`config.mk`:
```
export PLATFORM = sky130hd
export DESIGN_NAME = tour_swap_scheduler_flat
export DESIGN_NICKNAME = d
export VERILOG_FILES = /design/src/rtl/tour_swap_scheduler_if.sv /design/src/rtl/tour_swap_scheduler.sv /design/src/flat_wrapper.sv
export SDC_FILE = /design/constraint.sdc
export NUM_CORES = 1
export LEC_CHECK = 0
export ABC_AREA = 1
export CAP_MARGIN = 40
export CORE_MARGIN = 3
export CORE_UTILIZATION = 37
export CTS_CLUSTER_DIAMETER = 200
export CTS_CLUSTER_SIZE = 16
export DETAILED_ROUTE_END_ITERATION = 8
export GPL_TIMING_DRIVEN = 0
export PLACE_DENSITY_LB_ADDON = 0.25
export SYNTH_ARGS = -nofsm -noshare
export SYNTH_HDL_FRONTEND = slang
export SYNTH_SLANG_ARGS = --single-unit
```
`constraint.sdc`:
```
create_clock -name clk -period 2.45 [get_ports clk]
set_input_delay 0.49 -clock clk [delete_from_list [all_inputs] [get_ports clk]]
set_output_delay 0.49 -clock clk [all_outputs]
set_load 0.01 [all_outputs]
```
`src/rtl/tour_swap_scheduler_if.sv`:
```
// ---------------------------------------------------------------------------
// tour_swap_scheduler_if
//   Bundles the two buses the scheduler drives: the city-coordinate ROM port
//   and the adjacent-swap checker port.
//   master (scheduler side):
//     coord_addr  out  ROM address (IDX_W bits)
//     coord_x/y   in   ROM data, valid the cycle after coord_addr
//     chk_rst     out  active-high checker reset
//     chk_pts     out  {x1,y1,x2,y2,x3,y3,x4,y4}
//     chk_res     in   1 = swapped order is shorter
//     chk_complete in  checker result valid (level)
//     chk_diff    in   checker sum1 - sum2
//   slave: the same signals seen from the ROM/checker side.
// ---------------------------------------------------------------------------
interface tour_swap_scheduler_if #(
  parameter int IDX_W = 4
);
  logic [IDX_W-1:0] coord_addr;
  logic [7:0]       coord_x;
  logic [7:0]       coord_y;
  logic             chk_rst;
  logic [63:0]      chk_pts;
  logic             chk_res;
  logic             chk_complete;
  logic [18:0]      chk_diff;

  modport master (
    output coord_addr, chk_rst, chk_pts,
    input  coord_x, coord_y, chk_res, chk_complete, chk_diff
  );

  modport slave (
    input  coord_addr, chk_rst, chk_pts,
    output coord_x, coord_y, chk_res, chk_complete, chk_diff
  );
endinterface

```
`src/rtl/tour_swap_scheduler.sv`:
```
// ---------------------------------------------------------------------------
// tour_swap_scheduler
//   Runs 2-opt style adjacent swaps over a cyclic tour of N cities. For each
//   position p the coordinates of tour[p..p+3] (mod N) are fetched from the
//   city ROM, handed to the checker, and tour[p+1]/tour[p+2] are exchanged
//   when the checker reports the swapped order shorter. Passes repeat until
//   one makes no swap or MAX_PASSES passes have run.
//   Ports:
//     clk, rst (sync, active-low)
//     start  in   begin a run (accepted in IDLE only)
//     busy   out  run in progress
//     done   out  one-cycle pulse at run end
//     err    out  sticky checker-timeout flag for this run
//     bus    master side of the ROM/checker interface
//     rd_pos in / rd_city out  combinational tour readout
//     swap_cnt, total_gain, pass_cnt  run statistics (saturating)
// ---------------------------------------------------------------------------
module tour_swap_scheduler #(
  parameter int N          = 16,
  parameter int IDX_W      = 4,
  parameter int MAX_PASSES = 8,
  parameter int TIMEOUT    = 64
) (
  input  logic                      clk,
  input  logic                      rst,
  input  logic                      start,
  output logic                      busy,
  output logic                      done,
  output logic                      err,
  tour_swap_scheduler_if.master     bus,
  input  logic [IDX_W-1:0]          rd_pos,
  output logic [IDX_W-1:0]          rd_city,
  output logic [15:0]               swap_cnt,
  output logic [23:0]               total_gain,
  output logic [7:0]                pass_cnt
);

  typedef enum logic [2:0] {
    S_IDLE, S_FETCH, S_CLR, S_WAIT, S_UPDATE, S_DONE
  } state_t;

  localparam int               DEPTH     = 2**IDX_W;
  localparam logic [IDX_W+1:0] N_W       = (IDX_W+2)'(N);
  localparam logic [IDX_W-1:0] LAST_P    = IDX_W'(N-1);
  localparam logic [8:0]       MAXP_W    = 9'(MAX_PASSES);
  localparam int               WAIT_W    = $clog2(TIMEOUT+1);
  localparam logic [WAIT_W-1:0] WAIT_LAST = WAIT_W'(TIMEOUT-1);

  // (base + ofs) mod N; base < N and ofs <= 3 <= N-1, so one subtract suffices.
  function automatic logic [IDX_W-1:0] idx_add(input logic [IDX_W-1:0] base,
                                               input logic [1:0] ofs);
    logic [IDX_W+1:0] s;
    s = {2'b00, base} + {{IDX_W{1'b0}}, ofs};
    if (s >= N_W) s = s - N_W;
    return s[IDX_W-1:0];
  endfunction

  state_t            state_q, state_d;
  logic [IDX_W-1:0]  p_q, p_d;
  logic [2:0]        fc_q, fc_d;
  logic [WAIT_W-1:0] wait_q, wait_d;
  logic              hit_q, hit_d;
  logic [18:0]       diff_q, diff_d;
  logic              dirty_q, dirty_d;
  logic              err_q, err_d;
  logic [15:0]       swap_q, swap_d;
  logic [23:0]       gain_q, gain_d;
  logic [7:0]        pass_q, pass_d;
  logic [63:0]       pts_q, pts_d;
  logic [IDX_W-1:0]  tour_q [DEPTH];
  logic [IDX_W-1:0]  tour_d [DEPTH];

  logic [IDX_W-1:0]  fetch_idx, swap_a, swap_b;
  logic [24:0]       gain_sum;
  logic              pass_dirty;

  assign fetch_idx  = idx_add(p_q, fc_q[1:0]);
  assign swap_a     = idx_add(p_q, 2'd1);
  assign swap_b     = idx_add(p_q, 2'd2);
  assign gain_sum   = {1'b0, gain_q} + {6'd0, diff_q};
  assign pass_dirty = dirty_q | hit_q;

  always_comb begin
    state_d = state_q;
    p_d     = p_q;
    fc_d    = fc_q;
    wait_d  = wait_q;
    hit_d   = hit_q;
    diff_d  = diff_q;
    dirty_d = dirty_q;
    err_d   = err_q;
    swap_d  = swap_q;
    gain_d  = gain_q;
    pass_d  = pass_q;
    pts_d   = pts_q;
    tour_d  = tour_q;

    case (state_q)
      S_IDLE: begin
        if (start) begin
          err_d   = 1'b0;
          swap_d  = '0;
          gain_d  = '0;
          pass_d  = '0;
          p_d     = '0;
          fc_d    = '0;
          dirty_d = 1'b0;
          state_d = S_FETCH;
        end
      end
      S_FETCH: begin
        // Address goes out on cycles 0..3; ROM data lands one cycle later.
        fc_d = fc_q + 3'd1;
        case (fc_q)
          3'd1: pts_d[63:48] = {bus.coord_x, bus.coord_y};
          3'd2: pts_d[47:32] = {bus.coord_x, bus.coord_y};
          3'd3: pts_d[31:16] = {bus.coord_x, bus.coord_y};
          3'd4: begin
            pts_d[15:0] = {bus.coord_x, bus.coord_y};
            fc_d        = '0;
            state_d     = S_CLR;
          end
          default: ;
        endcase
      end
      S_CLR: begin
        wait_d  = '0;
        state_d = S_WAIT;
      end
      S_WAIT: begin
        // Result is latched here so UPDATE does not depend on the checker
        // still holding it.
        if (bus.chk_complete) begin
          hit_d   = bus.chk_res;
          diff_d  = bus.chk_diff;
          state_d = S_UPDATE;
        end else if (wait_q == WAIT_LAST) begin
          err_d   = 1'b1;
          hit_d   = 1'b0;
          state_d = S_UPDATE;
        end else begin
          wait_d = wait_q + 1'b1;
        end
      end
      S_UPDATE: begin
        if (hit_q) begin
          tour_d[swap_a] = tour_q[swap_b];
          tour_d[swap_b] = tour_q[swap_a];
          swap_d  = (swap_q == '1) ? swap_q : swap_q + 16'd1;
          gain_d  = gain_sum[24] ? '1 : gain_sum[23:0];
          dirty_d = 1'b1;
        end
        fc_d = '0;
        if (p_q != LAST_P) begin
          p_d     = p_q + 1'b1;
          state_d = S_FETCH;
        end else begin
          pass_d = (pass_q == '1) ? pass_q : pass_q + 8'd1;
          if (!pass_dirty || ({1'b0, pass_q} + 9'd1 >= MAXP_W)) begin
            state_d = S_DONE;
          end else begin
            p_d     = '0;
            dirty_d = 1'b0;
            state_d = S_FETCH;
          end
        end
      end
      S_DONE:  state_d = S_IDLE;
      default: state_d = S_IDLE;
    endcase
  end

  always_ff @(posedge clk) begin
    if (!rst) begin
      state_q <= S_IDLE;
      p_q     <= '0;
      fc_q    <= '0;
      wait_q  <= '0;
      hit_q   <= 1'b0;
      diff_q  <= '0;
      dirty_q <= 1'b0;
      err_q   <= 1'b0;
      swap_q  <= '0;
      gain_q  <= '0;
      pass_q  <= '0;
      pts_q   <= '0;
    end else begin
      state_q <= state_d;
      p_q     <= p_d;
      fc_q    <= fc_d;
      wait_q  <= wait_d;
      hit_q   <= hit_d;
      diff_q  <= diff_d;
      dirty_q <= dirty_d;
      err_q   <= err_d;
      swap_q  <= swap_d;
      gain_q  <= gain_d;
      pass_q  <= pass_d;
      pts_q   <= pts_d;
    end
  end

  // Entries at and above N are never addressed and simply keep identity.
  for (genvar gi = 0; gi < DEPTH; gi++) begin : g_tour
    always_ff @(posedge clk) begin
      if (!rst) tour_q[gi] <= IDX_W'(gi);
      else      tour_q[gi] <= tour_d[gi];
    end
  end

  assign bus.coord_addr = (state_q == S_FETCH && !fc_q[2]) ? tour_q[fetch_idx] : '0;
  assign bus.chk_rst    = (state_q != S_WAIT);
  assign bus.chk_pts    = pts_q;

  assign busy       = (state_q == S_FETCH) || (state_q == S_CLR) ||
                      (state_q == S_WAIT)  || (state_q == S_UPDATE);
  assign done       = (state_q == S_DONE);
  assign err        = err_q;
  assign swap_cnt   = swap_q;
  assign total_gain = gain_q;
  assign pass_cnt   = pass_q;
  assign rd_city    = tour_q[rd_pos];

endmodule

```
`src/flat_wrapper.sv`:
```
// flat-port wrapper written by rule: the top's interface ports become plain ports
module tour_swap_scheduler_flat 
#(
  parameter int N          = 16,
  parameter int IDX_W      = 4,
  parameter int MAX_PASSES = 8,
  parameter int TIMEOUT    = 64
)
  (clk, rst, start, busy, done, err, rd_pos, rd_city, swap_cnt, total_gain, pass_cnt, bus_coord_addr, bus_chk_rst, bus_chk_pts, bus_coord_x, bus_coord_y, bus_chk_res, bus_chk_complete, bus_chk_diff);
  tour_swap_scheduler_if #(.IDX_W(IDX_W)) bus_i ();
  input  logic clk;
  input  logic rst;
  input  logic start;
  output logic busy;
  output logic done;
  output logic err;
  input  logic [IDX_W-1:0] rd_pos;
  output logic [IDX_W-1:0] rd_city;
  output logic [15:0] swap_cnt;
  output logic [23:0] total_gain;
  output logic [7:0] pass_cnt;
  output wire logic [$bits(bus_i.coord_addr)-1:0] bus_coord_addr;
  output wire logic [$bits(bus_i.chk_rst)-1:0] bus_chk_rst;
  output wire logic [$bits(bus_i.chk_pts)-1:0] bus_chk_pts;
  input wire logic [$bits(bus_i.coord_x)-1:0] bus_coord_x;
  input wire logic [$bits(bus_i.coord_y)-1:0] bus_coord_y;
  input wire logic [$bits(bus_i.chk_res)-1:0] bus_chk_res;
  input wire logic [$bits(bus_i.chk_complete)-1:0] bus_chk_complete;
  input wire logic [$bits(bus_i.chk_diff)-1:0] bus_chk_diff;
  assign bus_coord_addr = bus_i.coord_addr;
  assign bus_chk_rst = bus_i.chk_rst;
  assign bus_chk_pts = bus_i.chk_pts;
  assign bus_i.coord_x = bus_coord_x;
  assign bus_i.coord_y = bus_coord_y;
  assign bus_i.chk_res = bus_chk_res;
  assign bus_i.chk_complete = bus_chk_complete;
  assign bus_i.chk_diff = bus_chk_diff;
  tour_swap_scheduler #(.N(N), .IDX_W(IDX_W), .MAX_PASSES(MAX_PASSES), .TIMEOUT(TIMEOUT)) u_core (.clk(clk), .rst(rst), .start(start), .busy(busy), .done(done), .err(err), .bus(bus_i), .rd_pos(rd_pos), .rd_city(rd_city), .swap_cnt(swap_cnt), .total_gain(total_gain), .pass_cnt(pass_cnt));
endmodule
```
# Word level (Yosys, flattened, before mapping)
# Cells that the tools add are included.
# classes
n_addsub,13
magnitude_cmp,10
n_eq_ne,25
muxes,61
bitwise,5
reduce_logical,31
# ops
cell,count
64-bit bitwise mux,2
24-bit two-way mux,3
4-bit two-way mux,17
4-bit binary-select mux with 4-bit select,4
16-bit two-way mux,3
24-bit case mux with 2 select lines,1
"5-bit greater-or-equal comparator, second input constant",7
4-bit demux with 4-bit select,2
16-bit case mux with 2 select lines,1
24-bit by 19-bit adder with 25-bit output,1
3-bit two-way mux,8
8-bit two-way mux,3
4-bit inverter with 5-bit output,4
2-bit AND reduction,9
"16-bit by 1-bit adder with 16-bit output, second input constant",1
"16-bit equality test, second input constant",1
8-bit case mux with 2 select lines,1
3-bit case mux with 5 select lines,1
7-bit two-way mux,2
"2-bit inequality test, second input constant",7
7-bit case mux with 2 select lines,1
"3-bit by 2-bit equality test with 1-bit output, second input constant",4
3-bit AND reduction,4
4-bit AND reduction,3
other kinds (29),55
# word_totals
regBits,215
input_bits,44
output_inout_bits,124
wordCells,176

# Depth between registers and ports, before layout
# Gate-level depths: netlist of run 1.
# depth
word_depth,10
mapped_depth,18
ltp_nobuf,15

# Worst setup path before layout of run 1
# OpenSTA, ideal clock, no wires.
# synth_timing
path_kind,register -> output
startpoint,reg u_core.fc_q[0]
endpoint,out bus_coord_addr[2]
t_arrival_ps,2207
required_ps,1960
slack_ps,-247
stages_incl_launch_ff,11
path_buffers,2
path_cell_list,dfxtp_1 ha_1 fa_1 clkbuf_1 inv_1 clkbuf_1 a21oi_1 o21ai_0 nand3_1 nand3_1 a21boi_0
# synth_between
elab_chain_cells,8
word_cells_on_any_way,9
classes_between,add/sub: 2; order compare: 1; mux: 5; bitwise: 1
# synth_rtl
element,line,source
from (decl),tour_swap_scheduler.sv:60,"logic [2:0] fc_q, fc_d;"
from (signal assigned),tour_swap_scheduler.sv:177,fc_q <= '0;
from (signal assigned),tour_swap_scheduler.sv:190,fc_q <= fc_d;
4-bit by 2-bit adder with 5-bit output (*),tour_swap_scheduler.sv:53,"s = {2'b00, base} + {{IDX_W{1'b0}}, ofs};"
4-bit by 1-bit subtractor with 4-bit output or 5-bit greater-or-equal comparator (tied branches),tour_swap_scheduler.sv:54,if (s >= N_W) s = s - N_W;
4-bit two-way mux (*),tour_swap_scheduler.sv:54,
4-bit inverter with 5-bit output (implied by the code) (*),tour_swap_scheduler.sv:211,assign bus.coord_addr = (state_q == S_FETCH && !fc_q[2]) ? tour_q[fetch_idx] : '0;
4-bit binary-select mux with 4-bit select (*),tour_swap_scheduler.sv:211,
4-bit two-way mux (implied by the code) (*) (2 in series),tour_swap_scheduler.sv:211,
4-bit two-way mux (*),tour_swap_scheduler.sv:211,
to (decl),flat_wrapper.sv:22,output wire logic [$bits(bus_i.coord_addr)-1:0] bus_coord_addr;
# Mark *: on every way between the ends. The rest lies on a longest branch, timed or not. The select of a mux whose other input is x is not followed.

# Final worst setup path of run 1
# layout_timing
startpoint,reg u_core.p_q[0]
endpoint,out bus_coord_addr[2]
# layout_between
elab_chain_cells,8
word_cells_on_any_way,9
classes_between,add/sub: 2; order compare: 1; mux: 5; bitwise: 1
# layout_rtl
element,line,source
from (decl),tour_swap_scheduler.sv:59,"logic [IDX_W-1:0] p_q, p_d;"
from (signal assigned),tour_swap_scheduler.sv:189,p_q <= p_d;
4-bit by 2-bit adder with 5-bit output (*),tour_swap_scheduler.sv:53,
4-bit by 1-bit subtractor with 4-bit output or 5-bit greater-or-equal comparator (tied branches),tour_swap_scheduler.sv:54,
4-bit two-way mux (*),tour_swap_scheduler.sv:54,
4-bit inverter with 5-bit output (implied by the code) (*),tour_swap_scheduler.sv:211,
4-bit binary-select mux with 4-bit select (*),tour_swap_scheduler.sv:211,
4-bit two-way mux (implied by the code) (*) (2 in series),tour_swap_scheduler.sv:211,
4-bit two-way mux (*),tour_swap_scheduler.sv:211,
# Marked as above.

==> results.py, run 1 <==
metrics = {
    "floorplan": {
        "core.rowCount": 69,
        "chipWidth_um": 199,
        "die_area_sq_um": 39500,
        "die_height_um": 199,
        "boundaryPins": 168,
        "design.core.area_sq_um": 36100,
        "effective_utilization_at_floorplan_pct": 38.1,
    },
    "yosys": {
        "ys.warnings.count": 0,
        "synth_top_family_by_area": "simple AND/OR/NAND/NOR gates",
        "ys.flop_type": "sky130_fd_sc_hd__dfxtp_1",
        "synth_most_common_cell": "sky130_fd_sc_hd__nand2_1",
        "net_count_synth": 2331,
        "synth_compound_gate_area_share_pct": 22.2,
        "yosys.cell_types.count": 43,
        "synth-edff-count": 0,
        "avgSynthCellArea_sq_um": 6.11,
        "adder_cell_share_of_the_synthesized_area_pct": 3.75,
        "sequential_share_of_the_synthesized_area_pct": 31.3,
        "yosys-top-cells-count": "sky130_fd_sc_hd__nand2_1 (586), sky130_fd_sc_hd__nor2_1 (297), sky130_fd_sc_hd__o21ai_0 (264)",
        "synth_area_leaders": "sky130_fd_sc_hd__dfxtp_1 (31%), sky130_fd_sc_hd__nand2_1 (16%), sky130_fd_sc_hd__o21ai_0 (9.6%), sky130_fd_sc_hd__a21oi_1 (8.8%), sky130_fd_sc_hd__nor2_1 (8.1%)",
        "postSynthRegisterBits": 215,
        "syn_inst": 2247,
        "synth_mux_area_share_pct": 0,
        "async_reset_ff_share_pct": 0,
        "synthDominantCellAreaShare_pct": 31.3,
        "synthesis.area_sq_um": 13700,
        "synth_simple_gate_area_share_pct": 31.3,
        "post_synth_xor_area_fraction_pct": 1.07,
        "post_synth_top_area_cell": "sky130_fd_sc_hd__dfxtp_1",
    },
    "cts": {
        "tritoncts": "yes",
        "htree_num_levels": 1,
        "clkTransAtPathRegs_ns": 0.08,
        "clock_tree.buffer_depth": 3,
        "insertion_delay_ns": 0.51,
        "numCtsBuffers": 17,
        "tritoncts_num_sinks": 215,
        "clock_tree.root_cell": "sky130_fd_sc_hd__clkbuf_16",
    },
    "critical_path": {
        "critical_path_arrival_ns": 2.74,
        "endpoint_kind": "output pin",
        "worstSetupEndpoint": "bus_coord_addr[2]",
        "r2r_start": "u_core.p_q[1]",
        "crit_required_ns": 1.96,
        "slowest_delay_ns": 0.50,
        "critical_path.n_buffers_inverters": 4,
        "worst_r2r_endpoint": "u_core.tour_q[63]",
        "reg2regPathDepth": 17,
        "timing.critical_path.slowest_stage_cell": "sky130_fd_sc_hd__fa_1",
        "timing.setup.critical_path_class": "reg2out",
        "reg2reg_setup_slack_ns": -0.24,
        "timing.critical_path.max_delay_family": "adder cells",
        "worstSetupPathDepth": 11,
        "startpoint_type": "flop",
        "critical_path.cell_chain": "ha_4, fa_1, clkbuf_8, clkinvlp_4, buf_6, a21oi_1, o21ai_1, a21oi_1, o21ai_1, a21boi_2, buf_2",
        "path_max_fanout": 6,
        "cp-startpoint": "u_core.p_q[0]",
    },
    "sta": {
        "worst_hold_slack_after_final_layout_ns": 0.478,
        "max_freq_mhz": 309,
        "layout_min_cycle_time_ns": 3.23,
        "finalSetupViolations": 68,
        "setup_repair_after_global_routing_missed_its_margin": "yes",
        "timing_max_transition_violations_final": 0,
        "tightestPinTransition_ns": 0.850,
        "worst_slack_ns": -0.784,
        "fin_worst_skew_ns": 0.0158,
        "hold_viol": 0,
        "relSlewSlack_pct": 43.3,
        "layout_worst_path_cycle_share_pct": 132,
    },
    "place": {
        "finalWeightedCongestion": 1.03,
        "detailed_place.area_sq_um": 16000,
        "dp.final_hpwl_um": 41200,
        "port_buffers": 165,
    },
    "drt": {
        "avgRoutedWirePerCell_um": 19.7,
        "route.detailed.vias_per_inst": 5.50,
        "wl_um": 58800,
        "drtIter0Drc": 1536,
        "num_vias": 16464,
        "detail-route-antenna-nets": 0,
        "first_pass_iters": 6,
        "drc": 0,
    },
    "outcome": {
        "violations_in_the_final_reports": "setup timing",
        "outcome": "finished with violations",
    },
    "cells_and_area": {
        "num-nets-final": 2615,
        "finish.instance_area_sq_um": 19100,
        "n_fill_cell": 3516,
        "post_route_cells_drive_above_1_share_pct": 21.2,
        "synthToLayoutAreaGrowth_pct": 39.2,
        "n_antenna_cell": 0,
    },
    "pwr": {
        "leakagePower_nw": 8.20,
        "power.ir.vdd_worst_v": 0.000582,
        "powerDensity_nw_per_um2": 794,
    },
    "grt": {
        "grt_first_pass_wirelength_um": 85500,
        "number_of_global_route_vias_before_repair": 15070,
        "grt_start_max_net_pins": 18,
        "initial_antenna_violation_count": 1,
        "globalRoute.totalOverflow": 0,
        "grt_usage_pct": 27.4,
    },
    "job": {
        "cap_violations": 0,
    },
    "worst_hold_path": {
        "holdCritPathClass": "reg2reg",
    },
}
==> cell families after synthesis <==
family,Yosys count
buf+inv,347
compound gates,579
flops,215
fa+ha+maj,40
simple gates,1050
xor+xnor,16
==> state kept, by name, summed over array words and instances (netlist names) <==
register	count
u_core.pass_cnt	8
u_core.wait_q	7
u_core.swap_cnt	16
u_core.dirty_q	1
u_core.err	1
u_core.tour_q	64
u_core.fc_q	3
u_core.bus.chk_pts	64
u_core.state_q	3
u_core.p_q	4
u_core.hit_q	1
u_core.total_gain	24
u_core.diff_q	19
==> routing by layer <==
layer | part of all wire (%) | global-route usage, % | vias up
li1 | - | - | 7859
met1 | 39 | 35.6 | 7571
met2 | 45 | 44.7 | 789
met3 | 9.9 | 5.45 | 243
met4 | 6.1 | 11.2 | 2
met5 | 0.019 | 0 | -
==> worst reg2reg max path, cell delays in order (launching register included) <==
cell	delay, ns
sky130_fd_sc_hd__dfxtp_4	0.37
sky130_fd_sc_hd__buf_6	0.11
sky130_fd_sc_hd__buf_6	0.11
sky130_fd_sc_hd__buf_8	0.11
sky130_fd_sc_hd__buf_12	0.12
sky130_fd_sc_hd__clkinv_8	0.04
sky130_fd_sc_hd__ha_4	0.22
sky130_fd_sc_hd__buf_6	0.13
sky130_fd_sc_hd__buf_8	0.11
sky130_fd_sc_hd__buf_6	0.13
sky130_fd_sc_hd__o21ai_0	0.08
sky130_fd_sc_hd__o21ai_0	0.13
sky130_fd_sc_hd__nand2_1	0.14
sky130_fd_sc_hd__nand2_1	0.12
sky130_fd_sc_hd__nor2_4	0.36
sky130_fd_sc_hd__nor2_1	0.10
sky130_fd_sc_hd__nor2_1	0.12
sky130_fd_sc_hd__a21oi_1	0.08
==> worst min path at each step <==
| stage | start | end | slack [ns] | depth (start not counted) |
|---|---|---|---|---|
| floorplan | u_core.tour_q[38] | u_core.tour_q[38] | 0.44 | 2 |
| detailed placement | u_core.tour_q[6] | u_core.tour_q[6] | 0.47 | 2 |
| global route | u_core.wait_q[2] | u_core.wait_q[2] | 0.50 | 2 |
| finish | u_core.dirty_q | u_core.dirty_q | 0.48 | 2 |
| global placement | u_core.dirty_q | u_core.dirty_q | 0.45 | 2 |
| CTS | u_core.dirty_q | u_core.dirty_q | 0.48 | 2 |
==> final cells by class <==
cell class	count	area, sq um	share of cell area, %
Clock buffer	17	425	2.23
Multi-Input combinational cell	1685	9300	48.7
Sequential cell	215	4360	22.8
Clock inverter	2	20.0	0.105
Buffer	86	651	3.40
Tap cell	461	577	3.02
Timing Repair Buffer	270	2770	14.5
Inverter	256	1010	5.31
==> per-stage QoR <==
stage,TNS [ns],total power [mW],std cells,setup slack [ns],utilization [%]
finish,-9.60,15.2,2992,-0.784,53.0
global route,-12.86,15.7,2992,-0.857,53.0
CTS,-3.14,12.4,2934,-0.806,47.7
detailed placement,-62.87,8.66,2874,-1.07,44.3
global placement,-61.03,8.64,2873,-1.06,44.3
floorplan,0,6.86,2247,0.00204,-
==> repair_timing <==
action / 4_1_cts / 5_1_grt
pin swaps: 24 / 124
endpoints found under the hold margin: 0 / 0
resized for setup: 197 / 418
hold buffers: 0 / 0
cloned: 3 / 6
buffers inserted: 40 / 55
setup endpoints to repair: 102 / 98
==> cell usage in the layout (no fill, tap or decap), drive strengths merged, types with 16 or more instances in the layout <==
cell type	Yosys	layout
nor3	16	16
a21oi	253	253
nand2	590	590
nand3	94	94
nor2	318	318
inv	254	253
nand4	20	20
dfxtp	215	215
buf	35	136
clkbuf	56	77
clkdlybuf4s50	0	153
o21ai	283	283
ha	38	38
==> power breakdown <==
part	internal, mW	switching, mW	leakage, nW
clock	1.25	1.33	0.220
combinational	3.54	5.32	6.24
sequential	3.62	0.120	1.74
total	8.41	6.77	8.20
Note: power is estimated with default switching activity, not from simulation.
==> run 2, diff against run 1 <==
--- a/config.mk
+++ b/config.mk
@@ -8,10 +8,11 @@
 export ABC_AREA = 1
 export CAP_MARGIN = 40
 export CORE_MARGIN = 3
-export CORE_UTILIZATION = 37
+export CORE_UTILIZATION = 59
 export CTS_CLUSTER_DIAMETER = 200
 export CTS_CLUSTER_SIZE = 16
 export DETAILED_ROUTE_END_ITERATION = 8
+export DONT_BUFFER_PORTS = 1
 export GPL_TIMING_DRIVEN = 0
 export PLACE_DENSITY_LB_ADDON = 0.25
 export SYNTH_ARGS = -nofsm -noshare
==> results.py, run 2 (same netlist as run 1, synthesis figures left out) <==
metrics = {
    "outcome": {
        "outcome": "finished with violations",
        "violations_in_the_final_reports": "setup timing",
    },
    "drt": {
        "drtIter0Drc": 1678,
        "first_pass_iters": 6,
        "avgRoutedWirePerCell_um": 20.1,
        "num_vias": 15766,
        "route.detailed.vias_per_inst": 6.00,
        "drc": 0,
        "wl_um": 52800,
        "detail-route-antenna-nets": 0,
    },
    "cells_and_area": {
        "final_cell_mix": "sky130_fd_sc_hd__nand2_1 (555), sky130_fd_sc_hd__nor2_1 (288), sky130_fd_sc_hd__o21ai_0 (243), sky130_fd_sc_hd__a21oi_1 (230), sky130_fd_sc_hd__inv_1 (227)",
        "n_fill_cell": 2055,
        "instances_no_fill": 2629,
        "ff_latch_area_sq_um": 4320,
        "synthToLayoutAreaGrowth_pct": 14.9,
        "layout.cells.most_common": "sky130_fd_sc_hd__nand2_1",
        "num-nets-final": 2400,
        "n_antenna_cell": 0,
        "footprint_of_the_multi_input_gates_sq_um": 8520,
        "post_route_cells_drive_above_1_share_pct": 12.0,
    },
    "floorplan": {
        "die_area_sq_um": 25100,
        "die_height_um": 159,
        "design.core.area_sq_um": 22800,
        "core.rowCount": 55,
        "chipWidth_um": 159,
        "boundaryPins": 168,
        "effective_utilization_at_floorplan_pct": 60.3,
    },
    "grt": {
        "grt_first_pass_wirelength_um": 78400,
        "globalRoute.totalOverflow": 0,
        "grt_start_max_net_pins": 17,
        "grt_usage_pct": 40.0,
        "number_of_global_route_vias_before_repair": 14270,
        "initial_antenna_violation_count": 0,
    },
    "critical_path": {
        "endpoint_kind": "output pin",
        "cp-startpoint": "u_core.fc_q[0]",
        "startpoint_type": "flop",
        "reg2regPathDepth": 18,
        "r2r_start": "u_core.p_q[0]",
        "timing.setup.critical_path_class": "reg2out",
        "reg2reg_setup_slack_ns": -0.03,
        "critical_path_arrival_ns": 2.67,
        "crit_required_ns": 1.96,
        "worst_r2r_endpoint": "u_core.tour_q[37]",
        "path_max_fanout": 4,
        "worstSetupEndpoint": "bus_coord_addr[0]",
    },
    "pwr": {
        "power.combinational.fraction_pct": 51.6,
        "share_seq_of_total_power_pct": 28.9,
        "powerDensity_nw_per_um2": 828,
        "net_load_switching_power_mw": 5.76,
        "intPower_mw": 7.30,
        "power.ir.vdd_worst_v": 0.000588,
        "leakagePower_nw": 6.93,
        "power.clock.fraction_pct": 19.5,
        "power.switching_fraction_pct": 44.1,
    },
    "cts": {
        "ctsHoldBuffers": 0,
        "insertion_delay_ns": 0.51,
        "htree_num_levels": 1,
        "clock_tree.buffer_depth": 3,
        "tritoncts_num_sinks": 215,
        "tritoncts": "yes",
        "numCtsBuffers": 17,
        "clock_tree.root_cell": "sky130_fd_sc_hd__clkbuf_16",
        "clkTransAtPathRegs_ns": 0.07,
    },
    "place": {
        "finalWeightedCongestion": 1.06,
        "port_buffers": 0,
        "dp.final_hpwl_um": 38800,
        "preCtsSetupSlack_ns": -1.06,
        "numPlacedInstances": 2560,
    },
    "sta": {
        "fin_worst_skew_ns": 0.0208,
        "tightestPinTransition_ns": 0.791,
        "hold_viol": 0,
        "layout_worst_path_cycle_share_pct": 129,
        "finalSetupViolations": 14,
        "worst_slack_ns": -0.708,
        "relSlewSlack_pct": 47.3,
        "layout_min_cycle_time_ns": 3.16,
        "max_freq_mhz": 317,
        "timing_max_transition_violations_final": 0,
        "worst_hold_slack_after_final_layout_ns": 0.128,
        "setup_repair_after_global_routing_missed_its_margin": "yes",
        "fin_tns_setup_ns": -2.73,
    },
    "worst_hold_path": {
        "holdCritPathClass": "in2reg",
        "min_path_cells": 2,
    },
    "job": {
        "cap_violations": 0,
    },
}
==> run 2: final cells by class <==
type	instances	area share, %
buffer	88	3.73
clock buffer	17	2.70
clock inverter	2	0.127
multi-input combinational	1685	54.0
inverter	256	6.22
tap	313	2.48
sequential	215	27.4
timing repair buffer	53	3.37
==> run 2: metal layers <==
metal,GRT usage [%],part of all wire [%]
met1,48.9,37
met2,63.7,44
met3,11.5,12
met4,21.5,6.7
met5,0,0
==> run 2: worst min-delay path by stage <==
stage	slack, ns	from	end
finish	0.13	bus_coord_x[6]	u_core.bus.chk_pts[14]
global route	0.12	bus_chk_diff[5]	u_core.diff_q[5]
CTS	0.12	bus_chk_diff[10]	u_core.diff_q[10]
detailed placement	0.46	u_core.tour_q[6]	u_core.tour_q[6]
global placement	0.45	u_core.tour_q[38]	u_core.tour_q[38]
floorplan	0.44	u_core.tour_q[38]	u_core.tour_q[38]
==> run 2: stage by stage <==
stage / power (mW) / utilization (%) / instance area, sq um
2_1_floorplan: 6.86 / - / 13800
3_3_place_gp: 8.36 / 62.1 / 14100
3_5_place_dp: 8.39 / 62.1 / 14100
4_1_cts: 11.5 / 66.0 / 15000
5_1_grt: 13.5 / 69.3 / 15800
6_report: 13.1 / 69.3 / 15800
==> run 2: power by group through the flow <==
stage	logic (mW)	registers, mW	clock network (mW)
final	6.75	3.77	2.55
after detailed placement	4.53	3.86	0
after floorplan	3.05	3.81	0
after global placement	4.51	3.86	0
after CTS	5.22	3.77	2.54
after global routing	7.00	3.79	2.68
==> run 2: worst max-delay path, cell delays in order, from the launching register on <==
cell,delay [ns]
sky130_fd_sc_hd__dfxtp_4,0.35
sky130_fd_sc_hd__ha_4,0.16
sky130_fd_sc_hd__fa_1,0.51
sky130_fd_sc_hd__buf_8,0.14
sky130_fd_sc_hd__clkinvlp_4,0.13
sky130_fd_sc_hd__buf_6,0.14
sky130_fd_sc_hd__a21oi_1,0.09
sky130_fd_sc_hd__o21ai_0,0.09
sky130_fd_sc_hd__nand3_1,0.12
sky130_fd_sc_hd__nand2_1,0.06
sky130_fd_sc_hd__o21ai_1,0.26
sky130_fd_sc_hd__nor2_2,0.10
==> run 2: what timing repair did <==
item	CTS	global route
pin swaps	9	32
endpoints found under the setup margin	102	109
cloned	1	2
setup buffers	23	27
gates resized for setup	82	148
